[src/rtl/ex_muldiv_unit.sv]
// ex_muldiv_unit -- multi-cycle RV32M execute unit (MUL/MULH/MULHSU/MULHU/DIV/DIVU/REM/REMU).
//
// A pipelined multiplier (MUL_STAGES cycles) and an iterative radix-2 restoring
// divider share one valid/ready request port and one result strobe. Only one
// operation is in flight at a time; the core stalls IF/ID while busy is high.
//
// Ports:
//   clk       rising-edge clock
//   rst       asynchronous active-high reset
//   in_vld    request valid            in_rdy   unit idle, can accept
//   in_op     funct3 (0..7, RV32M order)
//   in_x_rs1  operand A / dividend     in_x_rs2 operand B / divisor
//   in_rd     destination register
//   flush     abort any in-flight operation, suppress its result
//   busy      operation in flight
//   out_vld   one-cycle result strobe
//   out_rd    destination of the result (holds until next result)
//   out_x_rd  result value (holds until next result)
//
// Configuration macro: MDU_DIV_EARLY_OUT_EN -- when defined, divide-by-zero and
// signed overflow complete directly from setup (result two cycles after accept).

module ex_muldiv_unit #(
    parameter int XLEN       = 32,
    parameter int MUL_STAGES = 2,
    parameter int RD_W       = 5
) (
    input  logic            clk,
    input  logic            rst,
    input  logic            in_vld,
    output logic            in_rdy,
    input  logic [2:0]      in_op,
    input  logic [XLEN-1:0] in_x_rs1,
    input  logic [XLEN-1:0] in_x_rs2,
    input  logic [RD_W-1:0] in_rd,
    input  logic            flush,
    output logic            busy,
    output logic            out_vld,
    output logic [RD_W-1:0] out_rd,
    output logic [XLEN-1:0] out_x_rd
);

    localparam int CNT_W = $clog2(XLEN + 1);

    localparam logic [2:0] OP_MULH   = 3'd1;
    localparam logic [2:0] OP_MULHSU = 3'd2;

    typedef enum logic [2:0] {
        S_IDLE   = 3'd0,
        S_MUL    = 3'd1,
        S_DSETUP = 3'd2,
        S_DITER  = 3'd3,
        S_DFIX   = 3'd4,
        S_DONE   = 3'd5
    } state_t;

    state_t            state_r, state_nxt_s;
    logic [2:0]        op_r;
    logic [XLEN-1:0]   a_r, b_r;
    logic [RD_W-1:0]   rd_r;
    logic [CNT_W-1:0]  cnt_r;
    logic [XLEN-1:0]   dvd_r, dvs_r, rem_r;
    logic              div0_r, ovf_r, neg_q_r, neg_r_r;
    logic [XLEN-1:0]   res_r, out_x_hold_r;
    logic [RD_W-1:0]   out_rd_hold_r;

    logic              accept_s;
    logic [2*XLEN-1:0] a_ext_s, b_ext_s, prod_s, mul_tail_s;
    logic [XLEN-1:0]   mul_res_s, fix_res_s, res_nxt_s;
    logic              load_res_s;
    logic              div_sgn_s, div0_s, ovf_s;
    logic [XLEN-1:0]   abs_a_s, abs_b_s;
    logic [XLEN:0]     trial_s, diff_s;
    logic              q_bit_s;

    // Forced result for divide-by-zero (by_zero=1) or signed overflow (by_zero=0).
    function automatic logic [XLEN-1:0] special_result(input logic is_rem,
                                                       input logic by_zero,
                                                       input logic [XLEN-1:0] dividend);
        if (by_zero) begin
            return is_rem ? dividend : {XLEN{1'b1}};
        end else begin
            return is_rem ? {XLEN{1'b0}} : dividend;
        end
    endfunction

    assign accept_s = in_vld & (state_r == S_IDLE) & ~flush;

    // Operand extension for the multiplier: MULHSU treats only A as signed.
    always_comb begin
        a_ext_s = {{XLEN{1'b0}}, a_r};
        b_ext_s = {{XLEN{1'b0}}, b_r};
        if (op_r == OP_MULH || op_r == OP_MULHSU) begin
            a_ext_s = {{XLEN{a_r[XLEN-1]}}, a_r};
        end else begin
            a_ext_s = {{XLEN{1'b0}}, a_r};
        end
        if (op_r == OP_MULH) begin
            b_ext_s = {{XLEN{b_r[XLEN-1]}}, b_r};
        end else begin
            b_ext_s = {{XLEN{1'b0}}, b_r};
        end
    end

    assign prod_s = a_ext_s * b_ext_s;

    // Extra product register stages beyond the one folded into res_r.
    generate
        if (MUL_STAGES == 1) begin : g_mul_comb
            assign mul_tail_s = prod_s;
        end else begin : g_mul_pipe
            logic [2*XLEN-1:0] pipe_r [MUL_STAGES-1];

            // Product pipeline shift register.
            always_ff @(posedge clk or posedge rst) begin
                if (rst) begin
                    for (int i = 0; i < MUL_STAGES - 1; i++) pipe_r[i] <= {2*XLEN{1'b0}};
                end else begin
                    pipe_r[0] <= prod_s;
                    for (int i = 1; i < MUL_STAGES - 1; i++) pipe_r[i] <= pipe_r[i-1];
                end
            end

            assign mul_tail_s = pipe_r[MUL_STAGES-2];
        end
    endgenerate

    // MUL returns the low half, every MULH* variant the high half.
    assign mul_res_s = (op_r[1:0] == 2'b00) ? mul_tail_s[XLEN-1:0] : mul_tail_s[2*XLEN-1:XLEN];

    // Divider: op_r[0]=1 unsigned, op_r[1]=1 remainder.
    assign div_sgn_s = ~op_r[0];
    assign div0_s    = (b_r == {XLEN{1'b0}});
    assign ovf_s     = div_sgn_s & (a_r == {1'b1, {(XLEN-1){1'b0}}}) & (b_r == {XLEN{1'b1}});
    assign abs_a_s   = (div_sgn_s & a_r[XLEN-1]) ? -a_r : a_r;
    assign abs_b_s   = (div_sgn_s & b_r[XLEN-1]) ? -b_r : b_r;

    // Restoring step: shift in the next dividend bit, subtract if it fits.
    assign trial_s = {rem_r, dvd_r[XLEN-1]};
    assign diff_s  = trial_s - {1'b0, dvs_r};
    assign q_bit_s = ~diff_s[XLEN];

    // Sign fix-up and special-case override applied after the last iteration.
    always_comb begin
        fix_res_s = dvd_r;
        if (div0_r | ovf_r) begin
            fix_res_s = special_result(op_r[1], div0_r, a_r);
        end else if (op_r[1]) begin
            fix_res_s = neg_r_r ? -rem_r : rem_r;
        end else begin
            fix_res_s = neg_q_r ? -dvd_r : dvd_r;
        end
    end

    // FSM state register.
    always_ff @(posedge clk or posedge rst) begin
        if (rst) begin
            state_r <= S_IDLE;
        end else begin
            state_r <= state_nxt_s;
        end
    end

    // FSM next state and result-register load control.
    always_comb begin
        state_nxt_s = state_r;
        load_res_s  = 1'b0;
        res_nxt_s   = res_r;
        if (state_r == S_IDLE) begin
            if (accept_s) begin
                state_nxt_s = in_op[2] ? S_DSETUP : S_MUL;
            end else begin
                state_nxt_s = S_IDLE;
            end
        end else if (flush) begin
            state_nxt_s = S_IDLE;
        end else begin
            case (state_r)
                S_MUL: begin
                    if (cnt_r == CNT_W'(MUL_STAGES - 1)) begin
                        state_nxt_s = S_DONE;
                        load_res_s  = 1'b1;
                        res_nxt_s   = mul_res_s;
                    end else begin
                        state_nxt_s = S_MUL;
                    end
                end
                S_DSETUP: begin
`ifdef MDU_DIV_EARLY_OUT_EN
                    if (div0_s | ovf_s) begin
                        state_nxt_s = S_DONE;
                        load_res_s  = 1'b1;
                        res_nxt_s   = special_result(op_r[1], div0_s, a_r);
                    end else begin
                        state_nxt_s = S_DITER;
                    end
`else
                    state_nxt_s = S_DITER;
`endif
                end
                S_DITER: begin
                    if (cnt_r == CNT_W'(XLEN - 1)) begin
                        state_nxt_s = S_DFIX;
                    end else begin
                        state_nxt_s = S_DITER;
                    end
                end
                S_DFIX: begin
                    state_nxt_s = S_DONE;
                    load_res_s  = 1'b1;
                    res_nxt_s   = fix_res_s;
                end
                S_DONE:  state_nxt_s = S_IDLE;
                default: state_nxt_s = S_IDLE;
            endcase
        end
    end

    // Operand capture, counters, divider datapath and result registers.
    always_ff @(posedge clk or posedge rst) begin
        if (rst) begin
            op_r          <= 3'd0;
            a_r           <= {XLEN{1'b0}};
            b_r           <= {XLEN{1'b0}};
            rd_r          <= {RD_W{1'b0}};
            cnt_r         <= {CNT_W{1'b0}};
            dvd_r         <= {XLEN{1'b0}};
            dvs_r         <= {XLEN{1'b0}};
            rem_r         <= {XLEN{1'b0}};
            div0_r        <= 1'b0;
            ovf_r         <= 1'b0;
            neg_q_r       <= 1'b0;
            neg_r_r       <= 1'b0;
            res_r         <= {XLEN{1'b0}};
            out_x_hold_r  <= {XLEN{1'b0}};
            out_rd_hold_r <= {RD_W{1'b0}};
        end else begin
            if (accept_s) begin
                op_r  <= in_op;
                a_r   <= in_x_rs1;
                b_r   <= in_x_rs2;
                rd_r  <= in_rd;
                cnt_r <= {CNT_W{1'b0}};
            end else begin
                case (state_r)
                    S_MUL: cnt_r <= cnt_r + CNT_W'(1);
                    S_DSETUP: begin
                        dvd_r   <= abs_a_s;
                        dvs_r   <= abs_b_s;
                        rem_r   <= {XLEN{1'b0}};
                        div0_r  <= div0_s;
                        ovf_r   <= ovf_s;
                        neg_q_r <= div_sgn_s & (a_r[XLEN-1] ^ b_r[XLEN-1]);
                        neg_r_r <= div_sgn_s & a_r[XLEN-1];
                        cnt_r   <= {CNT_W{1'b0}};
                    end
                    S_DITER: begin
                        rem_r <= q_bit_s ? diff_s[XLEN-1:0] : trial_s[XLEN-1:0];
                        dvd_r <= {dvd_r[XLEN-2:0], q_bit_s};
                        cnt_r <= cnt_r + CNT_W'(1);
                    end
                    default: cnt_r <= cnt_r;
                endcase
            end
            if (load_res_s) begin
                res_r <= res_nxt_s;
            end
            if (out_vld) begin
                out_x_hold_r  <= res_r;
                out_rd_hold_r <= rd_r;
            end
        end
    end

    // A flushed DONE cycle must neither strobe nor expose the new result.
    assign in_rdy   = (state_r == S_IDLE);
    assign busy     = (state_r != S_IDLE);
    assign out_vld  = (state_r == S_DONE) & ~flush;
    assign out_x_rd = out_vld ? res_r : out_x_hold_r;
    assign out_rd   = out_vld ? rd_r  : out_rd_hold_r;

endmodule

[config.mk]
export PLATFORM = sky130hd
export DESIGN_NAME = ex_muldiv_unit
export DESIGN_NICKNAME = d
export VERILOG_FILES = /design/src/rtl/ex_muldiv_unit.sv
export SDC_FILE = /design/constraint.sdc
export NUM_CORES = 2
export LEC_CHECK = 0
export BUFFER_PORTS_ARGS = -buffer_cell sky130_fd_sc_hd__clkbuf_2
export CORE_ASPECT_RATIO = 0.5
export CORE_MARGIN = 4
export CORE_UTILIZATION = 50
export CTS_BUF_LIST = sky130_fd_sc_hd__clkbuf_4 sky130_fd_sc_hd__clkbuf_8 sky130_fd_sc_hd__clkbuf_16
export CTS_CLUSTER_DIAMETER = 150
export CTS_CLUSTER_SIZE = 10
export DETAILED_ROUTE_END_ITERATION = 16
export PLACE_DENSITY = 0.65
export SETUP_SLACK_MARGIN = 0.05
export SLEW_MARGIN = 20
export SYNTH_ARGS = -nofsm -noshare
export SYNTH_HDL_FRONTEND = slang
export SYNTH_SLANG_ARGS = --single-unit
export TNS_END_PERCENT = 50
[constraint.sdc]
create_clock -name clk -period 25.6 [get_ports clk]
set_input_delay 0 -clock clk [delete_from_list [all_inputs] [get_ports clk]]
set_output_delay 0 -clock clk [all_outputs]
set_load 0.05 [all_outputs]
==> parameters.txt <==
Parameter                              Value

Timing
  Skew final ... 0.04440 ns
  Minimum clock period ... 10.42 ns
  Final clock period utilization by the worst path ... 40.69%
  Slew Viols, Final ... 0
  Slew margin rel. ... 25.24%
  Setup TNS Final ... 0 ns
  Unrepaired setup endpoints after global routing ... no
  Least-Margin Pin Slew ... 1.117 ns
  Final setup violation count ... 0
  Maximum operating frequency ... 0.09600 GHz
  Final number of hold-violating endpoints ... 0

Global route
  Wire length of the first global-routing pass ... 305.6 mm
  Maximum number of pins on one net before global-route repair ... 110
  Number of global-route vias before repair ... 50630
  GRT Residual Overflow ... 0
  Number of antenna violations at the first check in global routing ... 6
  Aggregate global-route resource usage ... 29.88%

Setup path
  Slowest library cell on the worst path ... fa_1
  Setup crit end kind ... flip-flop
  Arrival time of data at the critical path endpoint ... 10.90 ns
  Worst path max stage delay ... 1.09 ns
  Worst setup SP type ... flip-flop
  Worst endpoint required time ... 26.08 ns
  Largest driver fanout on the critical path ... 38
  Critical Setup Path Class ... reg2reg
  Buf+Inv Stages, Crit Path ... 5
  Top cell family by delay on the critical path ... adder cells
  Dominant cell type by count on the critical path ... fa_1

Detailed routing
  Number of DRC markers in iteration 0 ... 4212
  Total wirelength of the detailed-routed design ... 194.6 mm
  ANT nets after route ... 0
  Iteration count of the initial detailed-routing pass ... 8
  Via count of the routed design ... 47970
  Via count normalized by instance count ... 5.582
  Count of unresolved DRC violations after routing ... 0
  Routed len/inst ... 22.64 um

Floorplanning
  Initial core utilization ... 50.64%
  Ports placed on the boundary ... 116
  Number of rows created at floorplan ... 92
  Die Y ... 261.3 um
  Die width ... 514.7 um
  Overall die area ... 134500 um^2
  Area of the core ... 126700 um^2

Logic synthesis
  Net count after synthesis ... 8804
  Count of synthesis-stage warnings from yosys ... 0
  Async set-reset flop share out of synthesis ... 100.0%
  Distinct cell type count of the synthesized netlist ... 73
  Number of flops mapped to enable cells by yosys ... 0
  Gate count of the mapped netlist ... 6955
  Most used flip-flop cell after synthesis ... dfrtp_1
  Proportion of synthesized chip area in sequential cells ... 12.24%
  Avg Synthesized Cell Area ... 9.228 um^2
  Flip-flop and latch count after synthesis ... 314
  Mapped cell area ... 64180 um^2

Status
  Result of the run ... finished, final reports clean

Clock tree
  CTS max path bufs ... 3
  TritonCTS Buffers ... 38
  Post-CTS setup repair buffer count ... 0
  Number of clock sinks seen by CTS ... 314
  Clk pin slew, worst setup/hold paths ... 0.06 ns
  TritonCTS clock tree ... yes
  Clock insertion delay at the later pin of the skew report ... 0.60 ns
  Number of H-tree branching levels ... 2
  Clk root buf ... clkbuf_16

Placement
  Placer Congestion ... 0.9854
  HPWL after detailed placement ... 153.4 mm
  Port buffer count ... 115

Layout
  Net total in the final layout ... 8734
  Layout area overhead ... 6.133%
  Filler instances ... 11670
  Fraction of layout instances using a drive strength above 1 ... 5.190%

Worst hold path
  Tightest Hold Check Type ... in2async

Job
  Maxcap violations ... 0
[synth_stat cells (65+ instances only)]
library cell  instances  area, um^2
a21o_1               65       488.0
a21oi_1             199       996.0
and2_1              439        2746
buf_1                65       244.0
clkbuf_1            334        1254
dfrtp_1             314        7858
fa_1               1419       28410
ha_1                354        4429
inv_1              1507        5657
nand2_1            1133        4253
nor2_1              123       461.7
o21ai_0             131       655.6
xnor2_1             167        1463
xor2_1               99       867.1
[registers in the layout, summed over array words and instances (netlist names)]
register and cells:
g_mul_pipe.pipe_r 64, a_r 32, rd_r 5, neg_r_r 1, out_rd_hold_r 5, neg_q_r 1
dvd_r 32, div0_r 1, rem_r 32, out_x_hold_r 32, state_r 3, ovf_r 1
dvs_r 32, b_r 32, op_r 3, cnt_r 6, res_r 32
[tightest hold or removal path, stage by stage]
cell           delay, ns
dlygate4sd3_1       0.54
clkbuf_2            0.15
inv_8               0.48
[cells in the final DEF (no fill, tap or decap), types with 115 or more instances in the layout]
master    instances
ha_1            354
o21ai_0         131
nand2_1        1133
xnor2_1         167
clkbuf_2        115
a21oi_1         199
nor2_1          121
fa_1           1419
inv_1          1506
dfrtp_1         299
and2_1          439
[routing by layer]
layer / GRT usage, % / part of all wire, % / vias up
met4: 8.592 / 3.3 / 4
met3: 6.467 / 10 / 333
li1: - / - / 20610
met5: 0 / 0.014 / -
met1: 41.94 / 42 / 24950
met2: 47.11 / 45 / 2072
[cell families (layout without fill, tap and decap cells)]
logic type,Yosys count,after routing,synth area share [%]
buf+inv,1908,1851,11.16
flops,314,314,12.24
fa+ha+maj,1773,1773,51.16
mux,46,46,0.7895
compound gates,700,700,6.901
xor+xnor,267,267,3.655
other cells,0,3,0
simple gates,1947,1947,14.09
[layout make-up]
class | instances | area, um^2 | area share, %
antenna | 3 | 7.507 | 0.01102
timing repair buffer | 290 | 2077 | 3.049
sequential | 314 | 7876 | 11.56
inverter | 1508 | 5668 | 8.321
tap | 1692 | 2117 | 3.108
multi-input combinational | 4733 | 49210 | 72.24
clock inverter | 6 | 148.9 | 0.2186
clock buffer | 47 | 1018 | 1.495
[repair_timing]
| item | 4_1_cts | 5_1_grt |
|---|---|---|
| endpoints found under the hold margin | 183 | 0 |
| hold buffers | 75 | 0 |
| gates resized for setup | 0 | 0 |
[worst paths after layout]
path	slack, ns	end	cells past startpoint	from
worst max-delay path	15.18	g_mul_pipe.pipe_r[63]$_DFF_PP0_	26	a_r[31]$_DFFE_PP0P_
worst max register to register	15.18	g_mul_pipe.pipe_r[63]$_DFF_PP0_	26	a_r[31]$_DFFE_PP0P_
max in group asynchronous	23.16	b_r[8]$_DFFE_PP0P_	5	rst
worst min-delay path	0.1	cnt_r[0]$_DFFE_PP0P_	3	rst
min in group clk	0.13	b_r[23]$_DFFE_PP0P_	4	in_x_rs2[23]
worst min register to register	0.48	rd_r[4]$_DFFE_PP0P_	2	rd_r[4]$_DFFE_PP0P_
[metrics by stage]
step	setup WS (ns)	area, um^2	hold WS (ns)	instances	util (%)
final	15.18	68120	0.09961	8593	53.75
after global placement	15.25	66190	0.1679	8462	52.23
after CTS	15.10	68110	0.1171	8590	53.74
after detailed placement	15.12	66190	0.1859	8462	52.23
after floorplan	16.19	64180	0.06314	6955	-
after global routing	14.60	68110	0.1550	8590	53.74
Power is left out: the tool's default activity adds up to more than one toggle a clock period on the data nets, which glitch-free logic cannot reach.
